**config.mk**
```make
export PLATFORM = sky130hd
export DESIGN_NAME = spi_frame_initiator
export DESIGN_NICKNAME = d
export VERILOG_FILES = /design/src/rtl/spi_frame_initiator.sv
export SDC_FILE = /design/constraint.sdc
export NUM_CORES = 1
export LEC_CHECK = 0
export CAP_MARGIN = 0
export CORE_ASPECT_RATIO = 0.6
export CORE_MARGIN = 2
export CORE_UTILIZATION = 58
export CTS_BUF_LIST = sky130_fd_sc_hd__clkbuf_8
export DETAILED_ROUTE_END_ITERATION = 16
export PLACE_DENSITY_LB_ADDON = 0.08
export SETUP_SLACK_MARGIN = 0.2
export SYNTH_ARGS = -nofsm -noshare
export SYNTH_HDL_FRONTEND = slang
export SYNTH_SLANG_ARGS = --single-unit
```
**constraint.sdc**
```tcl
create_clock -name clock_in -period 4.3 [get_ports clock_in]
set_clock_uncertainty 0.2 [all_clocks]
set_input_delay 0.86 -clock clock_in [delete_from_list [all_inputs] [get_ports clock_in]]
set_output_delay 0.86 -clock clock_in [all_outputs]
set_load 0.1 [all_outputs]
```
**src/rtl/spi_frame_initiator.sv**
```systemverilog
// SPI mode-0 initiator: one full-duplex MSB-first frame per start pulse.
// Optional SPI_INIT_LOOPBACK_EN adds loopback_en to sample mosi instead of miso.
module spi_frame_initiator #(
    parameter int CLK_DIV  = 2,
    parameter int DATA_W   = 8,
    parameter int CS_SETUP = 1,
    parameter int CS_HOLD  = 1
) (
    input  logic              clock_in,
    input  logic              rs,
`ifdef SPI_INIT_LOOPBACK_EN
    input  logic              loopback_en,
`endif
    input  logic              start,
    input  logic [DATA_W-1:0] tx_data,
    output logic              busy,
    output logic              done,
    output logic [DATA_W-1:0] rx_data,
    output logic              sclk,
    output logic              cs,
    output logic              mosi,
    input  logic              miso,
    output logic              led
);

    localparam logic [2:0] IDLE  = 3'd0;
    localparam logic [2:0] SETUP = 3'd1;
    localparam logic [2:0] XFER  = 3'd2;
    localparam logic [2:0] HOLD  = 3'd3;
    localparam logic [2:0] GAP   = 3'd4;

    localparam int DW   = (CLK_DIV > 1) ? $clog2(CLK_DIV) : 1;
    localparam int UMAX = (CS_SETUP > CS_HOLD) ? CS_SETUP : CS_HOLD;
    localparam int UW   = (UMAX > 1) ? $clog2(UMAX) : 1;
    localparam int BW   = $clog2(DATA_W + 1);

    logic [2:0]        state;
    logic [DW-1:0]     div_cnt;
    logic [UW-1:0]     unit_cnt;
    logic [BW-1:0]     bit_cnt;
    logic [DATA_W-2:0] tx_shift;
    logic [DATA_W-1:0] rx_shift;
    logic              tick;
    logic              sample;

    assign tick = (div_cnt == DW'(CLK_DIV - 1));

`ifdef SPI_INIT_LOOPBACK_EN
    assign sample = loopback_en ? mosi : miso;
`else
    assign sample = miso;
`endif

    always_ff @(posedge clock_in or negedge rs) begin
        if (!rs) begin
            state    <= IDLE;
            div_cnt  <= '0;
            unit_cnt <= '0;
            bit_cnt  <= '0;
            tx_shift <= '0;
            rx_shift <= '0;
            rx_data  <= '0;
            busy     <= 1'b0;
            done     <= 1'b0;
            sclk     <= 1'b0;
            cs       <= 1'b1;
            mosi     <= 1'b0;
            led      <= 1'b0;
        end else begin
            done <= 1'b0;
            if (state != IDLE) begin
                div_cnt <= tick ? '0 : div_cnt + 1'b1;
            end
            case (state)
                IDLE: begin
                    if (start) begin
                        tx_shift <= tx_data[DATA_W-2:0];
                        mosi     <= tx_data[DATA_W-1];
                        cs       <= 1'b0;
                        led      <= 1'b1;
                        busy     <= 1'b1;
                        div_cnt  <= '0;
                        unit_cnt <= '0;
                        bit_cnt  <= '0;
                        state    <= SETUP;
                    end
                end
                SETUP: begin
                    if (tick) begin
                        if (unit_cnt == UW'(CS_SETUP - 1)) begin
                            unit_cnt <= '0;
                            state    <= XFER;
                        end else begin
                            unit_cnt <= unit_cnt + 1'b1;
                        end
                    end
                end
                XFER: begin
                    if (tick) begin
                        sclk <= ~sclk;
                        if (!sclk) begin
                            rx_shift <= {rx_shift[DATA_W-2:0], sample};
                            bit_cnt  <= bit_cnt + 1'b1;
                        end else if (bit_cnt == BW'(DATA_W)) begin
                            // last fall: mosi keeps the LSB through HOLD
                            state <= HOLD;
                        end else begin
                            mosi     <= tx_shift[DATA_W-2];
                            tx_shift <= tx_shift << 1;
                        end
                    end
                end
                HOLD: begin
                    if (tick) begin
                        if (unit_cnt == UW'(CS_HOLD - 1)) begin
                            unit_cnt <= '0;
                            cs       <= 1'b1;
                            led      <= 1'b0;
                            mosi     <= 1'b0;
                            rx_data  <= rx_shift;
                            done     <= 1'b1;
                            state    <= GAP;
                        end else begin
                            unit_cnt <= unit_cnt + 1'b1;
                        end
                    end
                end
                GAP: begin
                    if (tick) begin
                        busy  <= 1'b0;
                        state <= IDLE;
                    end
                end
                default: state <= IDLE;
            endcase
        end
    end

endmodule
```
==> impl_metrics.toml, run 1 <==
[run_status]
status = "complete, no violations"

[timing]
fmax_ghz = 0.331
fin_crit_ns = 3.02
period_share_pct = 70.3
maxSlewViolCount = 0
rsz0062_at_grt = "false"
setup_viol = 0
slew_headroom_pct = 34.9
setup_tns_ns = 0
final_hold_viol_count = 0
setup_slack_ns = 1.28
worst_pin_slew_ns = 0.973

[global_route]
met1_usage_pct = 31.8
grt_max_degree = 38
met3_usage_pct = 7.30
grt.total_usage_pct = 22.9
grt_antenna_before_repair = 0
use_met2_pct = 33.8
overflow = 0
grt-busiest-layer = "met2"
grt_pass1_wl_um = 5510
grt_pass1_vias = 1146

[critical_path]
rr_endpoint = "tx_shift[1]$_DFFE_PN0P_"
crit_slowest_cell = "clkdlybuf4s50_1"
start_kind = "register"
r2r_cells = 3
criticalPathCategory = "reg -> out"
r2r_setup_slack_ns = 2.26
crit_fanout = 3
cpPeakStageDelay_ns = 1.13
cp_data_arrival_time_ns = 1.96
crit_family = "buffers and inverters"
required_ns = 3.24
end_kind = "output port"
cp.buffers_inverters = 1
cp_cell_sequence = "clkdlybuf4s50_1"
timing.rr.start = "state[1]$_DFFE_PN0P_"

[yosys]
synth-seq-cells = 37
synth.area.top_cells = "dfrtp_1 53%, nand2_1 9.1%, mux2_2 6.0%"
synth_top_cell_by_area = "dfrtp_1"
synth.top_cell.area_share_pct = 53.5
async_flop_share_pct = 100
synth_area_um2 = 1680
syn_area_per_cell_um2 = 10.5
yosysSeqAreaShare_pct = 55.1
yosysMostFrequentCell = "nand2_1"
synth_common_cells = "41 x nand2_1, 36 x dfrtp_1, 13 x o21ai_0"
ys.flop_type = "dfrtp_1"
ys_types = 37
ys_warn_count = 0
synth-edff-count = 0
syn-instance-count = 161
synth_nets = 175

[place]
place_ws_ns = 1.59
numPortBuffers = 25
dp_hpwl_um = 2330
gp_congestion = 0.854

[cts]
insertion_delay_ns = 0.29
post_cts_resized = 0
cts_tree = "built"
clkSinkCount = 37
cts_max_level = 2
clockRootBuffer = "clkbuf_8"
clock_path_buffers = 2
numCtsBuffers = 5
holdBufCountCts = 0
clkSlewWorstSetupHoldPaths_ns = 0.07
postCtsSetupBuffers = 0

[floorplanning]
die_h_um = 45.7
start_util_pct = 59.8
pin_count = 26
dieArea_um2 = 3360
die_w_um = 73.6
fp-row-count = 15
coreArea_um2 = 2820

[final_layout]
num-nets-final = 201
drive_above_1_share_pct = 12.2
syn2layout_area_growth_pct = 19.9
diodes = 0

[drt]
drtPass1Iterations = 4
wl_um = 3350
avgViaCountPerCell = 5.53
wire_per_inst_um = 15.1
antenna_left = 0
routed-via-count = 1227
drc = 0
drt_iter0_drc = 96

[run]
drv_cap = 0

[power_and_ir_drop]
peakVddDrop_uv = 428
leakage_nw = 0.963
power.density_nw_per_um2 = 838

[worst_hold_path]
hold_path_depth = 2
hp-class = "reg -> reg"
hold_end = "rx_shift[7]$_DFFE_PN0P_"
min_from = "rx_shift[7]$_DFFE_PN0P_"
-- logic make-up (layout without fill, tap and decap cells) --
| family | Yosys count | in the layout | synth area share (%) |
|---|---|---|---|
| AOI/OAI and AO/OA | 35 | 35 | 12.9 |
| xor gates and xnor gates | 2 | 2 | 1.04 |
| adders and majority gates | 2 | 2 | 1.49 |
| buffers and inverters | 11 | 38 | 3.57 |
| DFF | 37 | 37 | 55.1 |
| muxes | 10 | 10 | 6.61 |
| and+or+nand+nor | 64 | 64 | 19.3 |
-- worst max-delay path by stage --
stage	cells past startpoint	slack, ns	startpoint	end
final	1	1.28	cs$_DFFE_PN1P_	cs
after global routing	1	1.24	cs$_DFFE_PN1P_	cs
after CTS	1	1.28	cs$_DFFE_PN1P_	cs
after detailed placement	1	1.59	cs$_DFFE_PN1P_	cs
after global placement	1	1.61	cs$_DFFE_PN1P_	cs
after floorplan	5	2.23	sclk$_DFFE_PN0P_	bit_cnt[3]$_DFFE_PN0P_
-- flip-flops by register name, summed over array words and instances, names as in the netlist --
register  count
done          1
div_cnt       1
tx_shift      7
cs            1
busy          1
led           1
rx_shift      8
bit_cnt       4
sclk          1
state         3
rx_data       8
mosi          1
-- power breakdown --
| part | switching (mW) | leakage, nW | total, mW | internal, mW |
|---|---|---|---|---|
| Sequential | 0.130 | 0.473 | 0.612 | 0.481 |
| Clock | 0.117 | 0.0519 | 0.225 | 0.108 |
| Combinational | 0.603 | 0.438 | 0.857 | 0.254 |
| Total | 0.850 | 0.963 | 1.69 | 0.843 |
-- stage by stage --
stage / hold slack (ns) / total power [mW] / cells / cell area (um2) / utilization, %
finish: 0.280 / 1.69 / 222 / 2020 / 71.7
floorplan: 0.242 / 1.28 / 161 / 1680 / -
global placement: 0.267 / 1.43 / 214 / 1940 / 68.9
global route: 0.321 / 1.79 / 222 / 2020 / 71.7
CTS: 0.284 / 1.70 / 222 / 2020 / 71.7
detailed placement: 0.269 / 1.47 / 214 / 1940 / 68.9
-- per-layer routing --
layer	share of wire, %	vias up
met5	0	-
met4	0.75	0
met3	5.3	5
met2	46	29
met1	48	591
li1	-	602
-- cell type report --
| class | instances | area [um2] |
|---|---|---|
| multi-input combinational | 113 | 697 |
| clock inverter | 3 | 11.3 |
| clock buffer | 5 | 68.8 |
| sequential | 37 | 927 |
| tap | 34 | 42.5 |
| inverter | 4 | 15.0 |
| timing repair buffer | 26 | 258 |
| fill | 192 | 796 |
-- placed cells by master (no fill, tap or decap), types with 2 or more instances in the layout --
| master | Yosys | routed |
|---|---|---|
| ha_1 | 2 | 2 |
| and3b_1 | 2 | 2 |
| and3_1 | 2 | 2 |
| inv_1 | 4 | 7 |
| dfrtp_1 | 36 | 36 |
| o21ai_0 | 13 | 13 |
| nor2_1 | 5 | 5 |
| clkbuf_8 | 0 | 5 |
| a21oi_1 | 4 | 4 |
| xor2_1 | 2 | 2 |
| a22oi_1 | 5 | 5 |
| nand2b_1 | 2 | 2 |
| o211ai_1 | 2 | 2 |
| nand3b_1 | 2 | 2 |
| nand2_1 | 41 | 41 |
| clkdlybuf4s50_1 | 0 | 25 |
| mux2_2 | 9 | 9 |
| o21ai_1 | 5 | 5 |
Power figures use the tool's default switching activity.
==> run 2: changes to the inputs <==
--- a/config.mk
+++ b/config.mk
@@ -8,7 +8,7 @@
 export CAP_MARGIN = 0
 export CORE_ASPECT_RATIO = 0.6
 export CORE_MARGIN = 2
-export CORE_UTILIZATION = 58
+export CORE_UTILIZATION = 55
 export CTS_BUF_LIST = sky130_fd_sc_hd__clkbuf_8
 export DETAILED_ROUTE_END_ITERATION = 16
 export PLACE_DENSITY_LB_ADDON = 0.08
==> constraint.sdc (replaced) <==
create_clock -name clock_in -period 2.8 [get_ports clock_in]
set_clock_uncertainty 0.2 [all_clocks]
set_input_delay 0.56 -clock clock_in [delete_from_list [all_inputs] [get_ports clock_in]]
set_output_delay 0.56 -clock clock_in [all_outputs]
set_load 0.1 [all_outputs]
==> run 2 against run 1 <==
  * Sequential share of layout area rose by 0.52 points
  * Via count up 3.2%
  * Count of clock-buffer cells in the layout unchanged
  * Register-to-register slack worse by 1.4 ns
  * Critical path depth is 3 higher
  * Non-clock buffer count unchanged
  * Sequential cell count did not move
  * Critical endpoint is now tx_shift[6]$_DFFE_PN0P_
  * Highest routed layer unchanged
==> impl_metrics.toml, run 2 (synthesis gave the netlist of run 1 again) <==
[critical_path]
cpPeakStageDelay_ns = 0.53
crit_fanout = 10
end_kind = "register"
cp.buffers_inverters = 1
crit_family = "compound AO/OA/AOI/OAI gates"
crit_slowest_cell = "o21ai_0"
required_ns = 2.75
cp_cell_sequence = "clkdlybuf4s50_1 > and2b_1 > o21ai_0 > o21ai_1"
criticalPathCategory = "in -> reg"
r2r_cells = 3
cp_data_arrival_time_ns = 2.01
start_kind = "input pin"
crit_cells = 4

[run_status]
status = "complete, no violations"

[final_layout]
final-instance-count-excl-fill = 230
drive_above_1_share_pct = 20.7
num-nets-final = 201
top_regs = "rx_data: 8 flops, rx_shift: 8 flops, tx_shift: 7 flops"
layout_commonest_cell = "nand2_1"
diodes = 0
syn2layout_area_growth_pct = 18.6
final_cell_mix = "41 x nand2_1, 36 x dfrtp_1, 15 x buf_4"

[drt]
antenna_left = 0
avgViaCountPerCell = 5.50
drc = 0
wire_per_inst_um = 14.3
wl_um = 3290
routed-via-count = 1266
drtPass1Iterations = 4
drt_iter0_drc = 143

[cts]
cts_tree = "built"
clockRootBuffer = "clkbuf_8"
numCtsBuffers = 5
cts_max_level = 2
clkSinkCount = 37
clkSlewWorstSetupHoldPaths_ns = 0.07
holdBufCountCts = 0
clock_path_buffers = 2
postCtsSetupBuffers = 0
post_cts_resized = 0
insertion_delay_ns = 0.29

[timing]
rsz0062_at_grt = "false"
fmax_ghz = 0.486
period_share_pct = 73.4
slew_headroom_pct = 61.0
setup_tns_ns = 0
final_hold_viol_count = 0
setup_viol = 0
fin_crit_ns = 2.06
worst_pin_slew_ns = 0.579
maxSlewViolCount = 0

[run]
drv_cap = 0

[floorplanning]
die_h_um = 46.9
fp-row-count = 15
die_w_um = 75.4
coreArea_um2 = 2890
dieArea_um2 = 3530
start_util_pct = 58.3
pin_count = 26

[place]
numPortBuffers = 25
gp_congestion = 0.782
place_inst = 222
dp_hpwl_um = 2360

[global_route]
grt_pass1_vias = 1115
grt.total_usage_pct = 21.3
grt_max_degree = 38
grt_pass1_wl_um = 5330
grt_antenna_before_repair = 0
overflow = 0

[worst_hold_path]
hold_path_depth = 2
hp-class = "reg -> reg"
run 2: tightest hold or removal path: stages (launching register included):
cell and delay, ns:
dfrtp_1 0.35, nand2_1 0.04, o21ai_0 0.06
run 2: per-layer routing:
layer / track usage, % / share of wire [%] / up-vias
li1: - / - / 605
met1: 30.1 / 49 / 610
met2: 29.4 / 43 / 42
met3: 6.44 / 5.9 / 9
met4: 12.3 / 2.3 / 0
met5: 0 / 0 / -
run 2: final cells by class:
class | instances | area (um2)
flip-flops and latches | 37 | 927
fillers | 225 | 893
multi-input cells | 113 | 697
repair buffers | 26 | 223
clock buffers | 5 | 68.8
well taps | 42 | 52.6
inverters | 4 | 15.0
clock inverters | 3 | 13.8
run 2: through the flow:
stage | hold slack (ns) | utilization (%) | area (um2) | worst slack (ns)
detailed placement | 0.281 | 66.2 | 1910 | 0.457
global placement | 0.268 | 66.2 | 1910 | 0.551
global route | 0.319 | 69.1 | 2000 | 0.648
floorplan | 0.0644 | - | 1680 | 0.725
finish | 0.293 | 69.1 | 2000 | 0.744
CTS | 0.297 | 69.1 | 2000 | 0.768
run 2: path summary, 6_finish.rpt:
kind	from	to	slack, ns
setup / recovery	start	tx_shift[6]$_DFFE_PN0P_	0.74
hold / removal	tx_shift[2]$_DFFE_PN0P_	tx_shift[2]$_DFFE_PN0P_	0.29
setup reg to reg	state[1]$_DFFE_PN0P_	tx_shift[6]$_DFFE_PN0P_	0.86
hold reg to reg	tx_shift[2]$_DFFE_PN0P_	tx_shift[2]$_DFFE_PN0P_	0.29
max in group asynchronous	rs	cs$_DFFE_PN1P_	1.57
min in group asynchronous	rs	bit_cnt[0]$_DFFE_PN0P_	0.48
Power of run 2 is not shown: default switching activity piles up to over one toggle a cycle in this logic, so the estimate is an artifact.
==> variant 1 (settings of run 2) <==
Put one more register stage on the output `led`, without a reset. The value now appears one clock later. The other outputs are not delayed to match.
--- a/src/rtl/spi_frame_initiator.sv
+++ b/src/rtl/spi_frame_initiator.sv
@@ -35,4 +35,6 @@
     localparam int BW   = $clog2(DATA_W + 1);
 
+    logic led_s0;
+
     logic [2:0]        state;
     logic [DW-1:0]     div_cnt;
@@ -66,5 +68,5 @@
             cs       <= 1'b1;
             mosi     <= 1'b0;
-            led      <= 1'b0;
+            led_s0   <= 1'b0;
         end else begin
             done <= 1'b0;
@@ -78,5 +80,5 @@
                         mosi     <= tx_data[DATA_W-1];
                         cs       <= 1'b0;
-                        led      <= 1'b1;
+                        led_s0   <= 1'b1;
                         busy     <= 1'b1;
                         div_cnt  <= '0;
@@ -116,5 +118,5 @@
                             unit_cnt <= '0;
                             cs       <= 1'b1;
-                            led      <= 1'b0;
+                            led_s0   <= 1'b0;
                             mosi     <= 1'b0;
                             rx_data  <= rx_shift;
@@ -137,3 +139,7 @@
     end
 
+    always_ff @(posedge clock_in) begin
+        led <= led_s0;
+    end
+
 endmodule
Function: changed (Yosys sat finds a counterexample within 4 cycles, from zero or initial values).
==> variant 1 against run 2 <==
  * Design area up 6.2%
  * Sequential share of layout area fell by 1.8 points
  * Worst setup slack got worse by 32 ps
  * Wire length grew 2.6%
  * Synthesized area is 5.8% higher
  * Die area rose by 5.4%
  * Sequential cell count rose by 1
  * Register-to-register slack got worse by 30 ps
  * First-iteration DRC count shrank 39%
  * Critical endpoint is now mosi$_DFFE_PN0P_
  * Highest routed layer unchanged
==> variant 1: results (changes against run 2) <==
result of the run completed; total via count after detailed routing 1222 (-3.5%); buffers inserted during post-CTS setup optimization 0 (unchanged); routed length per placed instance 15.63 um (+9.2%); Post-Route Hold Slack 194.8 ps (-97.98 ps); largest fanout on the critical path 4 (-6); Async S/R FF share, synth 0.9737 (-0.02632); HPWL after DPL 2328 um (-1.4%); # placed instances 208 (-6.3%); starting DRC count in detailed routing 87 (-39%); source of the worst register-to-register timing path div_cnt$_DFF_PN0_; highest-delay cell along the critical path clkdlybuf4s50_1; endpoint of the worst register-to-register path rx_shift[6]$_DFFE_PN0P_; number of buffers inserted during clock tree synthesis 5 (unchanged); total leakage power 0.9604 nW; transition at the pin with the smallest max-transition slack 545.6 ps (-33.26 ps); start point of the critical path start; net count after synthesis 160 (-8.6%); multi-input logic portion of the cell area 0.3581 (+0.009116); Routability Congestion 0.7815 (about the same); global-route wire length before repair 5616 um (+5.3%); sequential cell area fraction in the yosys report 0.5316 (-0.01892); Synth cell types 40 (+8.1%); Endpoint, Worst Hold led$_DFF_P_; M3 GR Usage 0.08491 (+0.02053); met3 WL post-DR 169 um (-13%); total of flip-flops plus latches after synthesis 38 (+2.7%); most area-consuming cells after synthesis dfrtp_1 (51%), mux2_2 (10%), nand2b_1 (3.2%), a2bb2oi_1 (2.9%), o32ai_1 (2.9%); clock buffer and inverter area fraction after layout 0.04248 (+0.001125); share of layout cells above drive strength 1 0.2759 (+0.06842); maximum cell stage delay along the critical path 520 ps; crit-path leading delay family buffers and inverters; layout filler cell count 204 (-9.3%); post-synthesis cell count 146 (-9.3%); Antenna diodes 0 (unchanged); largest registers rx_data (8), rx_shift (8), tx_shift (7); Non-clock buffering overhead 0.1156 (+0.004106); Tapcells 42 (unchanged); area taken by flip-flops and latches 947.2 sq um (+2.2%); length of routed met2 wiring 1545 um (+9.6%); Critical Path End mosi$_DFFE_PN0P_; Layout Nets 187 (-7.0%); count of multi-input combinational gates 92 (-19%); global-route track usage on met1 0.2711 (-0.02946); gr usage total 0.2100 (-0.003124); R2R setup slack 830 ps (-30 ps); Min-Delay Startpoint led_s0$_DFFE_PN0P_; antenna violations before repair 0 (unchanged); Inverters, non-clock 7 (+3); Layout Cells excl Fill 216 (-6.1%); worst hold path depth 0 (-2); Global Route met2 Usage 0.3322 (+0.03826); Highest Signal Layer met4; DRT met1 WL 1624 um (+1.0%); Clock Buffer Count 6 (+1); master cell of the clock root buffer clkbuf_8; count of buffers not belonging to the clock network in the layout 29 (+12%); most frequent cells after synthesis dfrtp_1 (36), mux2_2 (16), nand2_1 (9), nand2b_1 (9), inv_1 (7)
-- variant 1: metrics by stage --
stage	utilization	instance area, sq um	worst slack, ps	power, mW
after floorplan	-	1782	646.1	2.049
after global placement	0.6805	2031	520.5	2.286
after detailed placement	0.6805	2031	458.8	2.343
after CTS	0.7107	2121	752.1	2.716
after global routing	0.7107	2121	649.2	2.858
final	0.7107	2121	712.8	2.706
-- variant 1: cell families after synthesis --
logic type	synth area share
AO/OA/AOI/OAI	0.1264
XOR/XNOR	0.009833
adder cells (fa/ha/maj)	0.01404
buffers and inverters	0.04214
flip-flops	0.5316
multiplexers	0.1236
AND/OR/NAND/NOR	0.1524
-- variant 1: worst reg2reg max path: stages (launching register included) --
cell     delay (ps)
dfrtp_1         550
nand2_1         190
nor3_4          510
mux2_2          400
-- variant 1: power by group --
part	switching [mW]	internal, mW
sequential	0.167	0.769
combinational	0.930	0.471
clock	0.177	0.193
total	1.27	1.43
==> variant 2 (flow settings as in run 2) <==
Made on the original files. Add a define of `SPI_INIT_LOOPBACK_EN`.
--- a/src/rtl/spi_frame_initiator.sv
+++ b/src/rtl/spi_frame_initiator.sv
@@ -1,4 +1,6 @@
 // SPI mode-0 initiator: one full-duplex MSB-first frame per start pulse.
 // Optional SPI_INIT_LOOPBACK_EN adds loopback_en to sample mosi instead of miso.
+`define SPI_INIT_LOOPBACK_EN
+
 module spi_frame_initiator #(
     parameter int CLK_DIV  = 2,
Interface: changed (added loopback_en); port bits go from 26 to 27. The function was not compared with the original's and may differ.
==> variant 2 against run 2 <==
  * Sequential cell count stayed put
  * Synthesized area is 3.5% higher
  * Sequential share of layout area is 2.3 points lower
  * Utilization is 2.2 points higher
  * Worst setup slack worse by 150 ps
  * Design area is 5.1% higher
  * Wire length is 1.2% lower
  * Highest routed layer unchanged
Power is left out: the tool's default activity adds up to more than one toggle a clock period on the data nets, which glitch-free logic cannot reach.
==> variant 2: results (changes against run 2) <==
IO Port Bufs 26 (+4.0%); number of setup violations in the final report 0 (unchanged); routed length per placed instance 15.63 um (+9.3%); gr usage total 0.2065 (-0.006657); latest clock arrival within the worst-skew pair 290 ps (about the same); number of H-tree levels 2 (unchanged); pin count of the biggest net entering global routing 38 (unchanged); sequential cell area fraction in the yosys report 0.5319 (-0.01857); maximum number of buffers from clock root to sink 2 (unchanged); net count after synthesis 152 (-13%); ys flop type dfrtp_1; clock-pin slew reported for the worst setup and hold paths after clock tree synthesis 70 ps (about the same); most area-consuming cells after synthesis dfrtp_1 (52%), mux2_2 (20%), o21ai_0 (2.3%), buf_6 (1.9%), dfstp_2 (1.5%); most frequent cells after synthesis dfrtp_1 (36), mux2_2 (31), o21ai_0 (8); share of layout cells above drive strength 1 0.3554 (+0.1480); Routability Congestion 0.8234 (+5.3%); Async S/R FF share, synth 1.000 (unchanged); Initial DRT Pass Iterations 4 (unchanged); worst min-delay path class register to register; drt via density 5.649 (+2.6%); Layout Nets 180 (-10%); master cell of the clock root buffer clkbuf_8; starting DRC count in detailed routing 78 (-45%); Synth cell types 36 (-2.7%); number of buffers inserted during clock tree synthesis 5 (unchanged); via count of the first global-routing pass 1100 (-1.3%); largest registers rx_data (8), rx_shift (8), tx_shift (7); yosys warns 0 (unchanged); result of the run completed; largest fanout on the critical path 18 (+8); global-route wire length before repair 5547 um (+4.0%); critical path data arrival time 2180 ps (+170 ps); quantity of gates resized following cts 0 (unchanged); antenna violations before repair 0 (unchanged); buffers inserted during post-CTS setup optimization 0 (unchanged); transition at the pin with the smallest max-transition slack 532.5 ps (-46.42 ps); HPWL after DPL 2308 um (-2.2%); Antenna diodes 0 (unchanged); DP Area 0.001979 sq mm (+3.4%)
==> variant 2: logic make-up after synthesis <==
family / synth area share
buffers and inverters: 0.04307
AOI/OAI and AO/OA: 0.08471
muxes: 0.2060
xor gates and xnor gates: 0.005026
adders and majority gates: 0.01436
and+or+nand+nor: 0.1149
DFF: 0.5319
==> variant 2: per-layer routing <==
metal | track usage | up-vias | routed length [um]
met2 | 0.2965 | 39 | 1330
met5 | 0 | - | 0
met3 | 0.06038 | 5 | 201
met1 | 0.2906 | 574 | 1680
li1 | - | 557 | -
met4 | 0.1091 | 0 | 40
==> variant 2: cell type report <==
class | instances | area [sq um]
clock buffer | 6 | 82.58
clock inverter | 2 | 37.54
fill | 213 | 847.1
inverter | 7 | 26.28
timing repair buffer | 27 | 232.7
multi-input combinational | 87 | 740.7
sequential | 37 | 927.1
tap | 42 | 52.55
==> variant 2: per-stage QoR <==
| step | hold slack (ps) | setup slack, ps | instances |
|---|---|---|---|
| final | 301.9 | 594.1 | 208 |
| after global routing | 327.4 | 441.5 | 208 |
| after CTS | 302.7 | 608.5 | 208 |
| after detailed placement | 290.7 | 414.2 | 200 |
| after global placement | 285.0 | 476.9 | 200 |
| after floorplan | 64.41 | 456.9 | 137 |
==> variant 2: worst max-delay path: stages (launching register included) <==
cell and delay (ps):
dfrtp_1 680, nor3b_2 560, mux2_2 400, mux2_2 260
==> variant 2: final timing paths <==
kind	start	endpoint	slack [ps]	cells past startpoint
min reg2reg	cs$_DFFE_PN1P_	cs$_DFFE_PN1P_	300	2
min	cs$_DFFE_PN1P_	cs$_DFFE_PN1P_	300	2
max in group asynchronous	rs	cs$_DFFE_PN1P_	1570	2
min in group asynchronous	rs	tx_shift[5]$_DFFE_PN0P_	490	2
max reg2reg	state[1]$_DFFE_PN0P_	tx_shift[3]$_DFFE_PN0P_	590	3
max	state[1]$_DFFE_PN0P_	tx_shift[3]$_DFFE_PN0P_	590	3
